==> src/rtl/mini_src_pkg.sv <==
// Shared definitions for the Mini SRC control sequencer: opcodes, ALU codes,
// IR field positions, FSM states, instruction classes and the control word.
package mini_src_pkg;

    localparam int IR_OP_MSB = 31;
    localparam int IR_OP_LSB = 27;
    localparam int IR_RA_MSB = 26;
    localparam int IR_RA_LSB = 23;
    localparam int IR_RB_MSB = 22;
    localparam int IR_RB_LSB = 19;
    localparam int IR_RC_MSB = 18;
    localparam int IR_RC_LSB = 15;

    localparam logic [4:0] OP_LD        = 5'b00000;
    localparam logic [4:0] OP_ST        = 5'b00010;
    localparam logic [4:0] OP_ALU_FIRST = 5'b00011;
    localparam logic [4:0] OP_ALU_LAST  = 5'b01110;
    localparam logic [4:0] OP_MUL       = 5'b01111;
    localparam logic [4:0] OP_DIV       = 5'b10000;
    localparam logic [4:0] OP_NOP       = 5'b11010;
    localparam logic [4:0] OP_HALT      = 5'b11011;

    localparam logic [3:0] ALU_ADD = 4'h3;
    localparam logic [3:0] ALU_MUL = 4'hF;
    localparam logic [3:0] ALU_DIV = 4'h0;

    typedef enum logic [3:0] {
        S_RESET = 4'd0,
        S_T0    = 4'd1,
        S_T1    = 4'd2,
        S_T2    = 4'd3,
        S_T3    = 4'd4,
        S_T4    = 4'd5,
        S_T5    = 4'd6,
        S_T6    = 4'd7,
        S_T7    = 4'd8,
        S_HALT  = 4'd9,
        S_FAULT = 4'd10
    } state_t;

    typedef enum logic [2:0] {
        CLS_NOP  = 3'd0,
        CLS_ALU  = 3'd1,
        CLS_MUL  = 3'd2,
        CLS_DIV  = 3'd3,
        CLS_LD   = 3'd4,
        CLS_ST   = 3'd5,
        CLS_HALT = 3'd6
    } instr_class_t;

    // One control step: every strobe the datapath sees in a single cycle.
    typedef struct packed {
        logic       pc_out;
        logic       zlo_out;
        logic       zhi_out;
        logic       mdr_out;
        logic       c_out;
        logic       mar_in;
        logic       pc_in;
        logic       mdr_in;
        logic       ir_in;
        logic       y_in;
        logic       z_in;
        logic       hi_in;
        logic       lo_in;
        logic       inc_pc;
        logic       read;
        logic       write;
        logic       gra;
        logic       grb;
        logic       grc;
        logic       r_in;
        logic       r_out;
        logic       ba_out;
        logic       fault;
        logic [3:0] alu_op;
        logic       run;
    } ctrl_t;

endpackage

==> src/rtl/mini_src_control_sequencer_if.sv <==
// Sequencer <-> datapath/memory bundle. master = sequencer, slave = datapath side.
// Handshake: mem_ready is a single-cycle completion for the strobe (read or write)
// asserted in the same cycle; strobes stay high until a cycle with mem_ready = 1.
interface mini_src_control_sequencer_if;
    import mini_src_pkg::*;

    logic [31:0] ir;
    logic        mem_ready;
    logic        stop;

    logic        pc_out;
    logic        zlo_out;
    logic        zhi_out;
    logic        mdr_out;
    logic        c_out;
    logic        mar_in;
    logic        pc_in;
    logic        mdr_in;
    logic        ir_in;
    logic        y_in;
    logic        z_in;
    logic        hi_in;
    logic        lo_in;
    logic        inc_pc;
    logic        read;
    logic        write;
    logic        gra;
    logic        grb;
    logic        grc;
    logic        r_in;
    logic        r_out;
    logic        ba_out;
    logic [3:0]  alu_op;
    logic        run;
    logic        fault;
    state_t      dbg_state;

    modport master (
        input  ir, mem_ready, stop,
        output pc_out, zlo_out, zhi_out, mdr_out, c_out,
        output mar_in, pc_in, mdr_in, ir_in, y_in, z_in, hi_in, lo_in,
        output inc_pc, read, write,
        output gra, grb, grc, r_in, r_out, ba_out,
        output alu_op, run, fault, dbg_state
    );

    modport slave (
        output ir, mem_ready, stop,
        input  pc_out, zlo_out, zhi_out, mdr_out, c_out,
        input  mar_in, pc_in, mdr_in, ir_in, y_in, z_in, hi_in, lo_in,
        input  inc_pc, read, write,
        input  gra, grb, grc, r_in, r_out, ba_out,
        input  alu_op, run, fault, dbg_state
    );

endinterface

==> src/rtl/mini_src_decode.sv <==
// Combinational opcode-to-instruction-class decode; unknown opcodes fall to NOP.
module mini_src_decode
    import mini_src_pkg::*;
(
    input  logic [4:0]   opcode_i,
    output instr_class_t class_o
);

    always_comb begin
        class_o = CLS_NOP;
        if (opcode_i == OP_LD) begin
            class_o = CLS_LD;
        end else if (opcode_i == OP_ST) begin
            class_o = CLS_ST;
        end else if (opcode_i >= OP_ALU_FIRST && opcode_i <= OP_ALU_LAST) begin
            class_o = CLS_ALU;
        end else if (opcode_i == OP_MUL) begin
            class_o = CLS_MUL;
        end else if (opcode_i == OP_DIV) begin
            class_o = CLS_DIV;
        end else if (opcode_i == OP_HALT) begin
            class_o = CLS_HALT;
        end else if (opcode_i == OP_NOP) begin
            class_o = CLS_NOP;
        end
    end

endmodule

==> src/rtl/mini_src_control_sequencer.sv <==
// Mini SRC hardwired control sequencer: Moore FSM issuing one control step per clock.
// `define SEQ_TIMEOUT_EN adds a memory-wait watchdog and the absorbing FAULT state.
module mini_src_control_sequencer
    import mini_src_pkg::*;
#(
    parameter int MEM_TIMEOUT = 16
) (
    input  logic clock,
    input  logic clear,
    mini_src_control_sequencer_if.master bus
);

    state_t       state_q;
    state_t       state_d;
    instr_class_t instr_class;
    logic [4:0]   opcode;
    ctrl_t        ctrl;
    logic         timed_out;
    logic         unused_ir_fields;

    assign opcode = bus.ir[IR_OP_MSB:IR_OP_LSB];

    // Register fields are decoded downstream from the same IR; only the opcode matters here.
    assign unused_ir_fields = ^{bus.ir[IR_RA_MSB:IR_RA_LSB], bus.ir[IR_RB_MSB:IR_RB_LSB],
                                bus.ir[IR_RC_MSB:IR_RC_LSB], bus.ir[IR_RC_LSB-1:0]};

    mini_src_decode u_decode (
        .opcode_i (opcode),
        .class_o  (instr_class)
    );

    always_ff @(posedge clock or negedge clear) begin
        if (!clear) begin
            state_q <= S_RESET;
        end else begin
            state_q <= state_d;
        end
    end

`ifdef SEQ_TIMEOUT_EN
    localparam int CNT_W = $clog2(MEM_TIMEOUT + 1);

    logic [CNT_W-1:0] wait_cnt_q;
    logic [CNT_W-1:0] wait_cnt_d;
    logic             in_wait;

    // Counter is zero whenever the FSM is outside a wait state, so every entry starts fresh.
    always_comb begin
        in_wait    = (state_q == S_T1) ||
                     (state_q == S_T6 && instr_class == CLS_LD) ||
                     (state_q == S_T7 && instr_class == CLS_ST);
        wait_cnt_d = wait_cnt_q;
        timed_out  = 1'b0;
        if (!in_wait) begin
            wait_cnt_d = '0;
        end else if (!bus.mem_ready) begin
            if (wait_cnt_q != CNT_W'(MEM_TIMEOUT)) begin
                wait_cnt_d = wait_cnt_q + CNT_W'(1);
            end
            timed_out = (wait_cnt_q >= CNT_W'(MEM_TIMEOUT - 1));
        end
    end

    always_ff @(posedge clock or negedge clear) begin
        if (!clear) begin
            wait_cnt_q <= '0;
        end else begin
            wait_cnt_q <= wait_cnt_d;
        end
    end
`else
    localparam int unused_mem_timeout = MEM_TIMEOUT;
    assign timed_out = 1'b0;
`endif

    always_comb begin
        state_d = state_q;
        unique case (state_q)
            S_RESET: state_d = S_T0;
            S_T0:    state_d = bus.stop ? S_HALT : S_T1;
            S_T1: begin
                if (timed_out) begin
                    state_d = S_FAULT;
                end else if (bus.mem_ready) begin
                    state_d = S_T2;
                end
            end
            S_T2:    state_d = S_T3;
            S_T3: begin
                unique case (instr_class)
                    CLS_NOP:  state_d = S_T0;
                    CLS_HALT: state_d = S_HALT;
                    default:  state_d = S_T4;
                endcase
            end
            S_T4:    state_d = S_T5;
            S_T5:    state_d = (instr_class == CLS_ALU) ? S_T0 : S_T6;
            S_T6: begin
                if (instr_class == CLS_LD) begin
                    if (timed_out) begin
                        state_d = S_FAULT;
                    end else if (bus.mem_ready) begin
                        state_d = S_T7;
                    end
                end else if (instr_class == CLS_ST) begin
                    state_d = S_T7;
                end else begin
                    state_d = S_T0;
                end
            end
            S_T7: begin
                if (instr_class == CLS_ST) begin
                    if (timed_out) begin
                        state_d = S_FAULT;
                    end else if (bus.mem_ready) begin
                        state_d = S_T0;
                    end
                end else begin
                    state_d = S_T0;
                end
            end
            S_HALT:  state_d = S_HALT;
            S_FAULT: state_d = S_FAULT;
            default: state_d = S_RESET;
        endcase
    end

    // Moore outputs: a function of the current step and the IR opcode only.
    always_comb begin
        ctrl = '0;
        unique case (state_q)
            S_T0: begin
                ctrl.pc_out = 1'b1;
                ctrl.mar_in = 1'b1;
                ctrl.inc_pc = 1'b1;
            end
            S_T1: begin
                ctrl.read   = 1'b1;
                ctrl.mdr_in = 1'b1;
            end
            S_T2: begin
                ctrl.mdr_out = 1'b1;
                ctrl.ir_in   = 1'b1;
            end
            S_T3: begin
                unique case (instr_class)
                    CLS_ALU:         begin ctrl.grb = 1'b1; ctrl.r_out  = 1'b1; ctrl.y_in = 1'b1; end
                    CLS_MUL, CLS_DIV: begin ctrl.gra = 1'b1; ctrl.r_out  = 1'b1; ctrl.y_in = 1'b1; end
                    CLS_LD, CLS_ST:  begin ctrl.grb = 1'b1; ctrl.ba_out = 1'b1; ctrl.y_in = 1'b1; end
                    default: ;
                endcase
            end
            S_T4: begin
                unique case (instr_class)
                    CLS_ALU: begin
                        ctrl.grc = 1'b1; ctrl.r_out = 1'b1; ctrl.z_in = 1'b1;
                        ctrl.alu_op = opcode[3:0];
                    end
                    CLS_MUL: begin
                        ctrl.grb = 1'b1; ctrl.r_out = 1'b1; ctrl.z_in = 1'b1;
                        ctrl.alu_op = ALU_MUL;
                    end
                    CLS_DIV: begin
                        ctrl.grb = 1'b1; ctrl.r_out = 1'b1; ctrl.z_in = 1'b1;
                        ctrl.alu_op = ALU_DIV;
                    end
                    CLS_LD, CLS_ST: begin
                        ctrl.c_out = 1'b1; ctrl.z_in = 1'b1;
                        ctrl.alu_op = ALU_ADD;
                    end
                    default: ;
                endcase
            end
            S_T5: begin
                unique case (instr_class)
                    CLS_ALU:          begin ctrl.zlo_out = 1'b1; ctrl.gra = 1'b1; ctrl.r_in = 1'b1; end
                    CLS_MUL, CLS_DIV: begin ctrl.zlo_out = 1'b1; ctrl.lo_in = 1'b1; end
                    CLS_LD, CLS_ST:   begin ctrl.zlo_out = 1'b1; ctrl.mar_in = 1'b1; end
                    default: ;
                endcase
            end
            S_T6: begin
                unique case (instr_class)
                    CLS_MUL, CLS_DIV: begin ctrl.zhi_out = 1'b1; ctrl.hi_in = 1'b1; end
                    CLS_LD:           begin ctrl.read = 1'b1; ctrl.mdr_in = 1'b1; end
                    CLS_ST:           begin ctrl.gra = 1'b1; ctrl.r_out = 1'b1; ctrl.mdr_in = 1'b1; end
                    default: ;
                endcase
            end
            S_T7: begin
                if (instr_class == CLS_LD) begin
                    ctrl.mdr_out = 1'b1;
                    ctrl.gra     = 1'b1;
                    ctrl.r_in    = 1'b1;
                end else if (instr_class == CLS_ST) begin
                    ctrl.write = 1'b1;
                end
            end
`ifdef SEQ_TIMEOUT_EN
            S_FAULT: ctrl.fault = 1'b1;
`endif
            default: ;
        endcase
        ctrl.run = !(state_q == S_RESET || state_q == S_HALT || state_q == S_FAULT);
    end

    assign bus.pc_out    = ctrl.pc_out;
    assign bus.zlo_out   = ctrl.zlo_out;
    assign bus.zhi_out   = ctrl.zhi_out;
    assign bus.mdr_out   = ctrl.mdr_out;
    assign bus.c_out     = ctrl.c_out;
    assign bus.mar_in    = ctrl.mar_in;
    assign bus.pc_in     = ctrl.pc_in;
    assign bus.mdr_in    = ctrl.mdr_in;
    assign bus.ir_in     = ctrl.ir_in;
    assign bus.y_in      = ctrl.y_in;
    assign bus.z_in      = ctrl.z_in;
    assign bus.hi_in     = ctrl.hi_in;
    assign bus.lo_in     = ctrl.lo_in;
    assign bus.inc_pc    = ctrl.inc_pc;
    assign bus.read      = ctrl.read;
    assign bus.write     = ctrl.write;
    assign bus.gra       = ctrl.gra;
    assign bus.grb       = ctrl.grb;
    assign bus.grc       = ctrl.grc;
    assign bus.r_in      = ctrl.r_in;
    assign bus.r_out     = ctrl.r_out;
    assign bus.ba_out    = ctrl.ba_out;
    assign bus.alu_op    = ctrl.alu_op;
    assign bus.run       = ctrl.run;
    assign bus.fault     = ctrl.fault;
    assign bus.dbg_state = state_q;

endmodule
==> src/flat_wrapper.sv <==
// flat-port wrapper written by rule: the top's interface ports become plain ports
module mini_src_control_sequencer_flat import mini_src_pkg::*;
#(
    parameter int MEM_TIMEOUT = 16
)
  (clock, clear, bus_ir, bus_mem_ready, bus_stop, bus_pc_out, bus_zlo_out, bus_zhi_out, bus_mdr_out, bus_c_out, bus_mar_in, bus_pc_in, bus_mdr_in, bus_ir_in, bus_y_in, bus_z_in, bus_hi_in, bus_lo_in, bus_inc_pc, bus_read, bus_write, bus_gra, bus_grb, bus_grc, bus_r_in, bus_r_out, bus_ba_out, bus_alu_op, bus_run, bus_fault, bus_dbg_state);
  mini_src_control_sequencer_if bus_i ();
  input  logic clock;
  input  logic clear;
  input wire logic [$bits(bus_i.ir)-1:0] bus_ir;
  input wire logic [$bits(bus_i.mem_ready)-1:0] bus_mem_ready;
  input wire logic [$bits(bus_i.stop)-1:0] bus_stop;
  output wire logic [$bits(bus_i.pc_out)-1:0] bus_pc_out;
  output wire logic [$bits(bus_i.zlo_out)-1:0] bus_zlo_out;
  output wire logic [$bits(bus_i.zhi_out)-1:0] bus_zhi_out;
  output wire logic [$bits(bus_i.mdr_out)-1:0] bus_mdr_out;
  output wire logic [$bits(bus_i.c_out)-1:0] bus_c_out;
  output wire logic [$bits(bus_i.mar_in)-1:0] bus_mar_in;
  output wire logic [$bits(bus_i.pc_in)-1:0] bus_pc_in;
  output wire logic [$bits(bus_i.mdr_in)-1:0] bus_mdr_in;
  output wire logic [$bits(bus_i.ir_in)-1:0] bus_ir_in;
  output wire logic [$bits(bus_i.y_in)-1:0] bus_y_in;
  output wire logic [$bits(bus_i.z_in)-1:0] bus_z_in;
  output wire logic [$bits(bus_i.hi_in)-1:0] bus_hi_in;
  output wire logic [$bits(bus_i.lo_in)-1:0] bus_lo_in;
  output wire logic [$bits(bus_i.inc_pc)-1:0] bus_inc_pc;
  output wire logic [$bits(bus_i.read)-1:0] bus_read;
  output wire logic [$bits(bus_i.write)-1:0] bus_write;
  output wire logic [$bits(bus_i.gra)-1:0] bus_gra;
  output wire logic [$bits(bus_i.grb)-1:0] bus_grb;
  output wire logic [$bits(bus_i.grc)-1:0] bus_grc;
  output wire logic [$bits(bus_i.r_in)-1:0] bus_r_in;
  output wire logic [$bits(bus_i.r_out)-1:0] bus_r_out;
  output wire logic [$bits(bus_i.ba_out)-1:0] bus_ba_out;
  output wire logic [$bits(bus_i.alu_op)-1:0] bus_alu_op;
  output wire logic [$bits(bus_i.run)-1:0] bus_run;
  output wire logic [$bits(bus_i.fault)-1:0] bus_fault;
  output wire logic [$bits(bus_i.dbg_state)-1:0] bus_dbg_state;
  assign bus_i.ir = bus_ir;
  assign bus_i.mem_ready = bus_mem_ready;
  assign bus_i.stop = bus_stop;
  assign bus_pc_out = bus_i.pc_out;
  assign bus_zlo_out = bus_i.zlo_out;
  assign bus_zhi_out = bus_i.zhi_out;
  assign bus_mdr_out = bus_i.mdr_out;
  assign bus_c_out = bus_i.c_out;
  assign bus_mar_in = bus_i.mar_in;
  assign bus_pc_in = bus_i.pc_in;
  assign bus_mdr_in = bus_i.mdr_in;
  assign bus_ir_in = bus_i.ir_in;
  assign bus_y_in = bus_i.y_in;
  assign bus_z_in = bus_i.z_in;
  assign bus_hi_in = bus_i.hi_in;
  assign bus_lo_in = bus_i.lo_in;
  assign bus_inc_pc = bus_i.inc_pc;
  assign bus_read = bus_i.read;
  assign bus_write = bus_i.write;
  assign bus_gra = bus_i.gra;
  assign bus_grb = bus_i.grb;
  assign bus_grc = bus_i.grc;
  assign bus_r_in = bus_i.r_in;
  assign bus_r_out = bus_i.r_out;
  assign bus_ba_out = bus_i.ba_out;
  assign bus_alu_op = bus_i.alu_op;
  assign bus_run = bus_i.run;
  assign bus_fault = bus_i.fault;
  assign bus_dbg_state = bus_i.dbg_state;
  mini_src_control_sequencer #(.MEM_TIMEOUT(MEM_TIMEOUT)) u_core (.clock(clock), .clear(clear), .bus(bus_i));
endmodule
==> config.mk <==
export PLATFORM = sky130hd
export DESIGN_NAME = mini_src_control_sequencer_flat
export DESIGN_NICKNAME = d
export VERILOG_FILES = /design/src/rtl/mini_src_pkg.sv /design/src/rtl/mini_src_control_sequencer_if.sv /design/src/rtl/mini_src_decode.sv /design/src/rtl/mini_src_control_sequencer.sv /design/src/flat_wrapper.sv
export SDC_FILE = /design/constraint.sdc
export NUM_CORES = 1
export LEC_CHECK = 0
export ABC_AREA = 1
export CORE_MARGIN = 8
export CORE_UTILIZATION = 32
export CTS_BUF_LIST = sky130_fd_sc_hd__clkbuf_16
export CTS_CLUSTER_SIZE = 8
export DETAILED_ROUTE_END_ITERATION = 8
export HOLD_SLACK_MARGIN = 0.1
export PLACE_DENSITY = 0.86
export SYNTH_ARGS = -nofsm -noshare
export SYNTH_HDL_FRONTEND = slang
export SYNTH_SLANG_ARGS = --single-unit
==> constraint.sdc <==
create_clock -name clock -period 2 [get_ports clock]
set_input_delay 0.3 -clock clock [delete_from_list [all_inputs] [get_ports clock]]
set_output_delay 0.3 -clock clock [all_outputs]
set_load 0.02 [all_outputs]
# After elaboration in Yosys (flattened, before gate mapping)
# Cells that the tools add are included.
[op_classes]
n_lt_le_gt_ge = 2
eq_ne = 23
n_mux = 46
n_reduce_logical = 14
[op_table]
columns = ["cell", "n"]
rows = [
  ["4-bit one-hot mux with 11 select lines", 1],
  ["4-bit two-way mux", 8],
  ["3-bit two-way mux", 7],
  ["1-bit two-way mux", 20],
  ["4-bit by 3-bit equality test with 1-bit output, second input constant", 4],
  ["1-bit one-hot mux with 2 select lines", 7],
  ["4-bit equality test, second input constant", 3],
  ["4-bit one-hot mux with 3 select lines", 1],
  ["5-bit equality test, second input constant", 2],
  ["3-bit equality test, second input constant", 3],
  ["4-bit by 2-bit equality test with 1-bit output, second input constant", 2],
  ["4-bit one-hot mux with 2 select lines", 1],
  ["3-bit by 2-bit equality test with 1-bit output, second input constant", 2],
  ["3-bit != test, second input constant", 2],
  ["2-bit OR reduction", 3],
  ["3-bit OR reduction", 2],
  ["5-bit by 2-bit equality test with 1-bit output, second input constant", 1],
  ["5-bit by 4-bit equality test with 1-bit output, second input constant", 1],
  ["5-bit by 2-bit greater-or-equal comparator with 1-bit output, second input constant", 1],
  ["5-bit by 4-bit less-or-equal comparator with 1-bit output, second input constant", 1],
  ["5-bit logical NOT", 1],
  ["5-bit OR reduction", 1],
  ["4-bit by 1-bit equality test with 1-bit output, second input constant", 1],
  ["4-bit logical NOT", 1],
  ["8 further kinds", 9],
]
[totals]
reg_bits = 4
out_inout_bits = 32
elab_cells = 86

# Longest topological paths before layout
[depth]
depth_word = 11
ltp_mapped = 9
ltp_nobuf = 9

# Modules after synthesis
# A second synthesis with hierarchy kept.
[hier_totals]
cells_unflattened = 149
hier_area_um2 = 744.5
[modules_own_cells]
columns = ["mod", "n_inst", "cells_each", "area_each_um2", "seq_area_each_um2"]
rows = [
  ["mini_src_control_sequencer", 1, 129, 655.6, 100.1],
  ["mini_src_decode", 1, 20, 88.8, 0.0],
]

# Worst setup path before layout
# Ideal clock, no wire load.
[synth_timing]
path_kind = "register to output"
start = "register u_core.state_q[2] (netlist: u_core.bus.dbg_state[2])"
end = "output port bus_zhi_out"
arrival_time_ns = 1.548
required_ns = 1.700
slack_ns = 0.152
path_stages_with_launch = 6
cell_sequence = "dfrtp_1 inv_2 nor2_4 inv_2 nor3_1 buf_4"
[synth_between]
elab_chain_len = 2
[synth_rtl]
columns = ["element", "line_no", "rtl"]
rows = [
  ["from (decl)", "mini_src_control_sequencer.sv:13", "state_t state_q;"],
  ["from (signal assigned)", "mini_src_control_sequencer.sv:36", "state_q <= state_d;"],
  ["4-bit by 3-bit equality test with 1-bit output", "--", ""],
  ["1-bit two-way mux", "--", ""],
  ["to (decl)", "flat_wrapper.sv:15", "output wire logic [$bits(bus_i.zhi_out)-1:0] bus_zhi_out;"],
]
# No other way between the ends.

# Worst setup path in the final report
[layout_timing]
start = "register u_core.state_q[3] (netlist: u_core.bus.dbg_state[3])"
end = "output port bus_c_out"
[layout_between]
elab_chain_len = 2
[layout_rtl]
columns = ["element", "line_no", "rtl"]
rows = [
  ["4-bit by 3-bit equality test with 1-bit output", "mini_src_control_sequencer.sv:131", "unique case (state_q)"],
  ["1-bit two-way mux", "mini_src_control_sequencer.sv:131", ""],
  ["to (decl)", "flat_wrapper.sv:17", "output wire logic [$bits(bus_i.c_out)-1:0] bus_c_out;"],
]
# No other way between the ends.

==> results.txt <==
----------------------------------------------------
[Synthesis]
  Synthesized-area fraction occupied by xor and xnor cells ... 0%
  Simple-gate portion of the synthesized area ... 60.11%
  Gate count after technology mapping ... 129
  Compound-cell area share of the yosys netlist ... 8.945%
  Multiplexer share of the synthesized area ... 0%
  YS warnings ... 0
  Mean instance size in the synthesized netlist ... 5.422 um^2
  Sequential cell area fraction in the yosys report ... 14.31%
  Synthesized-area fraction occupied by adder cells ... 0%
  Area of the mapped netlist ... 699.4 um^2
  Post-synth cell types ... 21
  Main combinational cell family by area after synthesis ... simple AND/OR/NAND/NOR gates
  Count of state elements after synthesis ... 4

[Drt]
  Detailed-route vias per instance ... 4.783
  Detailed Route Iter0 Violations ... 36
  Number of design rule violations left after detail routing ... 0
  Vias ... 1038
  Routed Antenna Nets ... 0
  Wirelength per Cell ... 12.72 um
  Sum of routed wire length over all layers ... 2.761 mm
  Pre-Repair DR Iteration Count ... 4

[Finish]
  Layout cells sized above 1 ... 34.39%
  Multi-input gate area ... 508.0 um^2
  Area taken by flip-flops and latches ... 100.1 um^2
  Post-route standard cell area excluding fillers ... 0.001277 mm^2
  Number of nets at the end of the flow ... 227
  Diode insertion count for antenna repair ... 0
  Flip-flop count of the largest register after layout ... 4
  Signed area change from the synthesized netlist to the final layout ... 82.65%
  Fill cell instance count of the final layout ... 215

[Power]
  Power density relative to cell area ... 1074 mW/mm^2
  Max IR drop VDD ... 0.6848 mV
  Leak pwr ... 0.7592 nW

[Worst setup path]
  Worst setup path start ... u_core.bus.dbg_state[3]
  Startpoint-to-endpoint class of the critical path ... register to output port
  Reg2Reg Capture Point ... u_core.bus.dbg_state[0]
  Start of the worst register-to-register path ... u_core.bus.dbg_state[3]
  Data required time at the worst endpoint ... 1700 ps
  Critical path fanouts, max ... 6
  Critical path launch point type ... register
  Path depth of the worst reg2reg path ... 10
  CP Capture Type ... output port
  Crit path arrival time ... 1610 ps
  FF-to-FF setup slack ... 500 ps

[STA]
  Final Hold Viols ... 0
  Setup repair after global routing missed its margin ... no
  Count of pins over their slew limit ... 0
  Final worst-path setup slack ... 91.95 ps
  Fin crit share ... 95.40%
  Time the worst path needs with I/O delays and setup ... 1908 ps
  Hold Worst Slack ... 284.3 ps
  Final setup violation count ... 0
  Max Fclk ... 524.1 MHz
  Final Skew ... 0.4275 ps

[Clock tree]
  Clock latency of the later-clocked register in the worst-skew pair ... 220 ps
  Post-CTS repair timing setup buffer count ... 0
  TritonCTS buffer count ... 3
  Total of hold buffers inserted after clock tree synthesis ... 0
  Clock tree from TritonCTS ... built
  TritonCTS sink count ... 4
  CTS Root Cell ... clkbuf_16
  Worst-path clk slew ... 30 ps
  Clock Path Buffers ... 2
  Clock H-tree levels ... 1

[Die]
  Std cell rows ... 17
  Core footprint ... 0.002148 mm^2
  Die footprint ... 0.003938 mm^2
  Die Y ... 62.75 um
  Horizontal die dimension ... 62.75 um
  Effective utilization at floorplan ... 32.56%
  Number of top-level pins ... 68

[Run status]
  Outcome ... finished, final reports clean

[Global routing]
  Via count of the first global-routing pass ... 1017
  Overall routing resource usage ... 13.12%
  First-pass GRT wire length ... 4.416 mm
  Number of antenna violations at the first check in global routing ... 0
  Largest net degree at the start of global routing ... 7
  Sum of overflow across all layers after global routing ... 0

[Placed design]
  Cell area after placement ... 0.001266 mm^2
  Port Buffers ... 38
  Placer Congestion ... 0.8965
  Pre-CTS setup slack ... -465.2 ps
  Detail Placement HPWL ... 2.211 mm

[Run]
  Max-Cap Viols ... 0

[Hold path]
  Type of the worst min-delay path ... input pin to asynchronous set/reset pin

----------------------------------------------------
power by group:
group	internal [mW]	leakage (nW)	switching (mW)
Combinational	0.359	0.671	0.561
Sequential	0.115	0.0509	0.0308
Clock	0.255	0.0370	0.0518
Total	0.729	0.759	0.644
area by class of cell:
cell class	count	share of cell area, %
clock buffer	3	5.877
multi-input combinational	100	39.76
tap	28	2.742
timing repair buffer	60	37.32
sequential	4	7.835
inverter	22	6.464
cells by family after synthesis:
family | after synthesis
AND/OR/NAND/NOR | 87
buffers and inverters | 26
AO/OA/AOI/OAI | 11
flip-flops | 4
other | 1
how the worst max path moves through the flow:
| stage | to |
|---|---|
| finish | bus_c_out |
| global route | bus_ba_out |
| CTS | bus_alu_op[0] |
| detailed placement | bus_hi_in |
| global placement | bus_zhi_out |
| floorplan | bus_zhi_out |
through the flow:
| stage | TNS, ps | cells | utilization (%) | total power [mW] |
|---|---|---|---|---|
| floorplan | 0 | 130 | - | 0.6744 |
| global placement | -6599 | 214 | 58.94 | 1.097 |
| detailed placement | -7732 | 214 | 58.94 | 1.127 |
| CTS | -45.14 | 217 | 60.22 | 1.380 |
| global route | 0 | 217 | 59.46 | 1.470 |
| finish | 0 | 217 | 59.46 | 1.373 |
critical path, stage by stage (launching register included):
cell and delay, ps:
dfrtp_1 420, nor2_4 140, inv_2 90, nor2_4 110, inv_2 80, nor2_2 110
buf_4 110, dlygate4sd2_1 330
cell usage in the layout, fill, tap and decap left out, types with 5 or more instances in the layout:
master and count:
inv_1 18, clkbuf_2 9, clkdlybuf4s50_1 7, nor2_4 5, nand2_2 5, dlygate4sd2_1 10
nand2_1 39, nor2_1 18, buf_4 25, nand3_1 9
Yosys cell counts:
cell     count  area [um^2]
nand2_1     41        153.9
nor2_1      19        71.32
inv_1       18        67.56
nand3_1      9        45.04
nor2_4       5        56.30
o21ai_0      5        25.02
buf_4        4        30.03
dfrtp_1      4        100.1
inv_2        4        15.01
nand2_2      3        18.77
nand4_1      3        18.77
nor2_2       3        18.77
nor3_1       2        10.01
o22ai_1      2        12.51
a21oi_1      1        5.000
conb_1       1        3.750
nand3_2      1        10.01
nand3_4      1        17.52
o21a_1       1        7.510
o21ai_1      1        5.000
o31ai_1      1        7.510
routing by layer:
metal	global-route usage, %	vias up	routed length (um)
met3	4.480	2	213
met4	4.843	0	14
met5	0	-	0
met1	13.85	476	1104
li1	-	519	-
met2	23.42	41	1429
repair_timing:
action                                  4_1_cts  5_1_grt
pin swaps                                     1        1
endpoints found under the setup margin       25       20
endpoints found under the hold margin         0        0
gates resized for setup                      60       32
No activity file was read; power rests on OpenSTA's default activity.
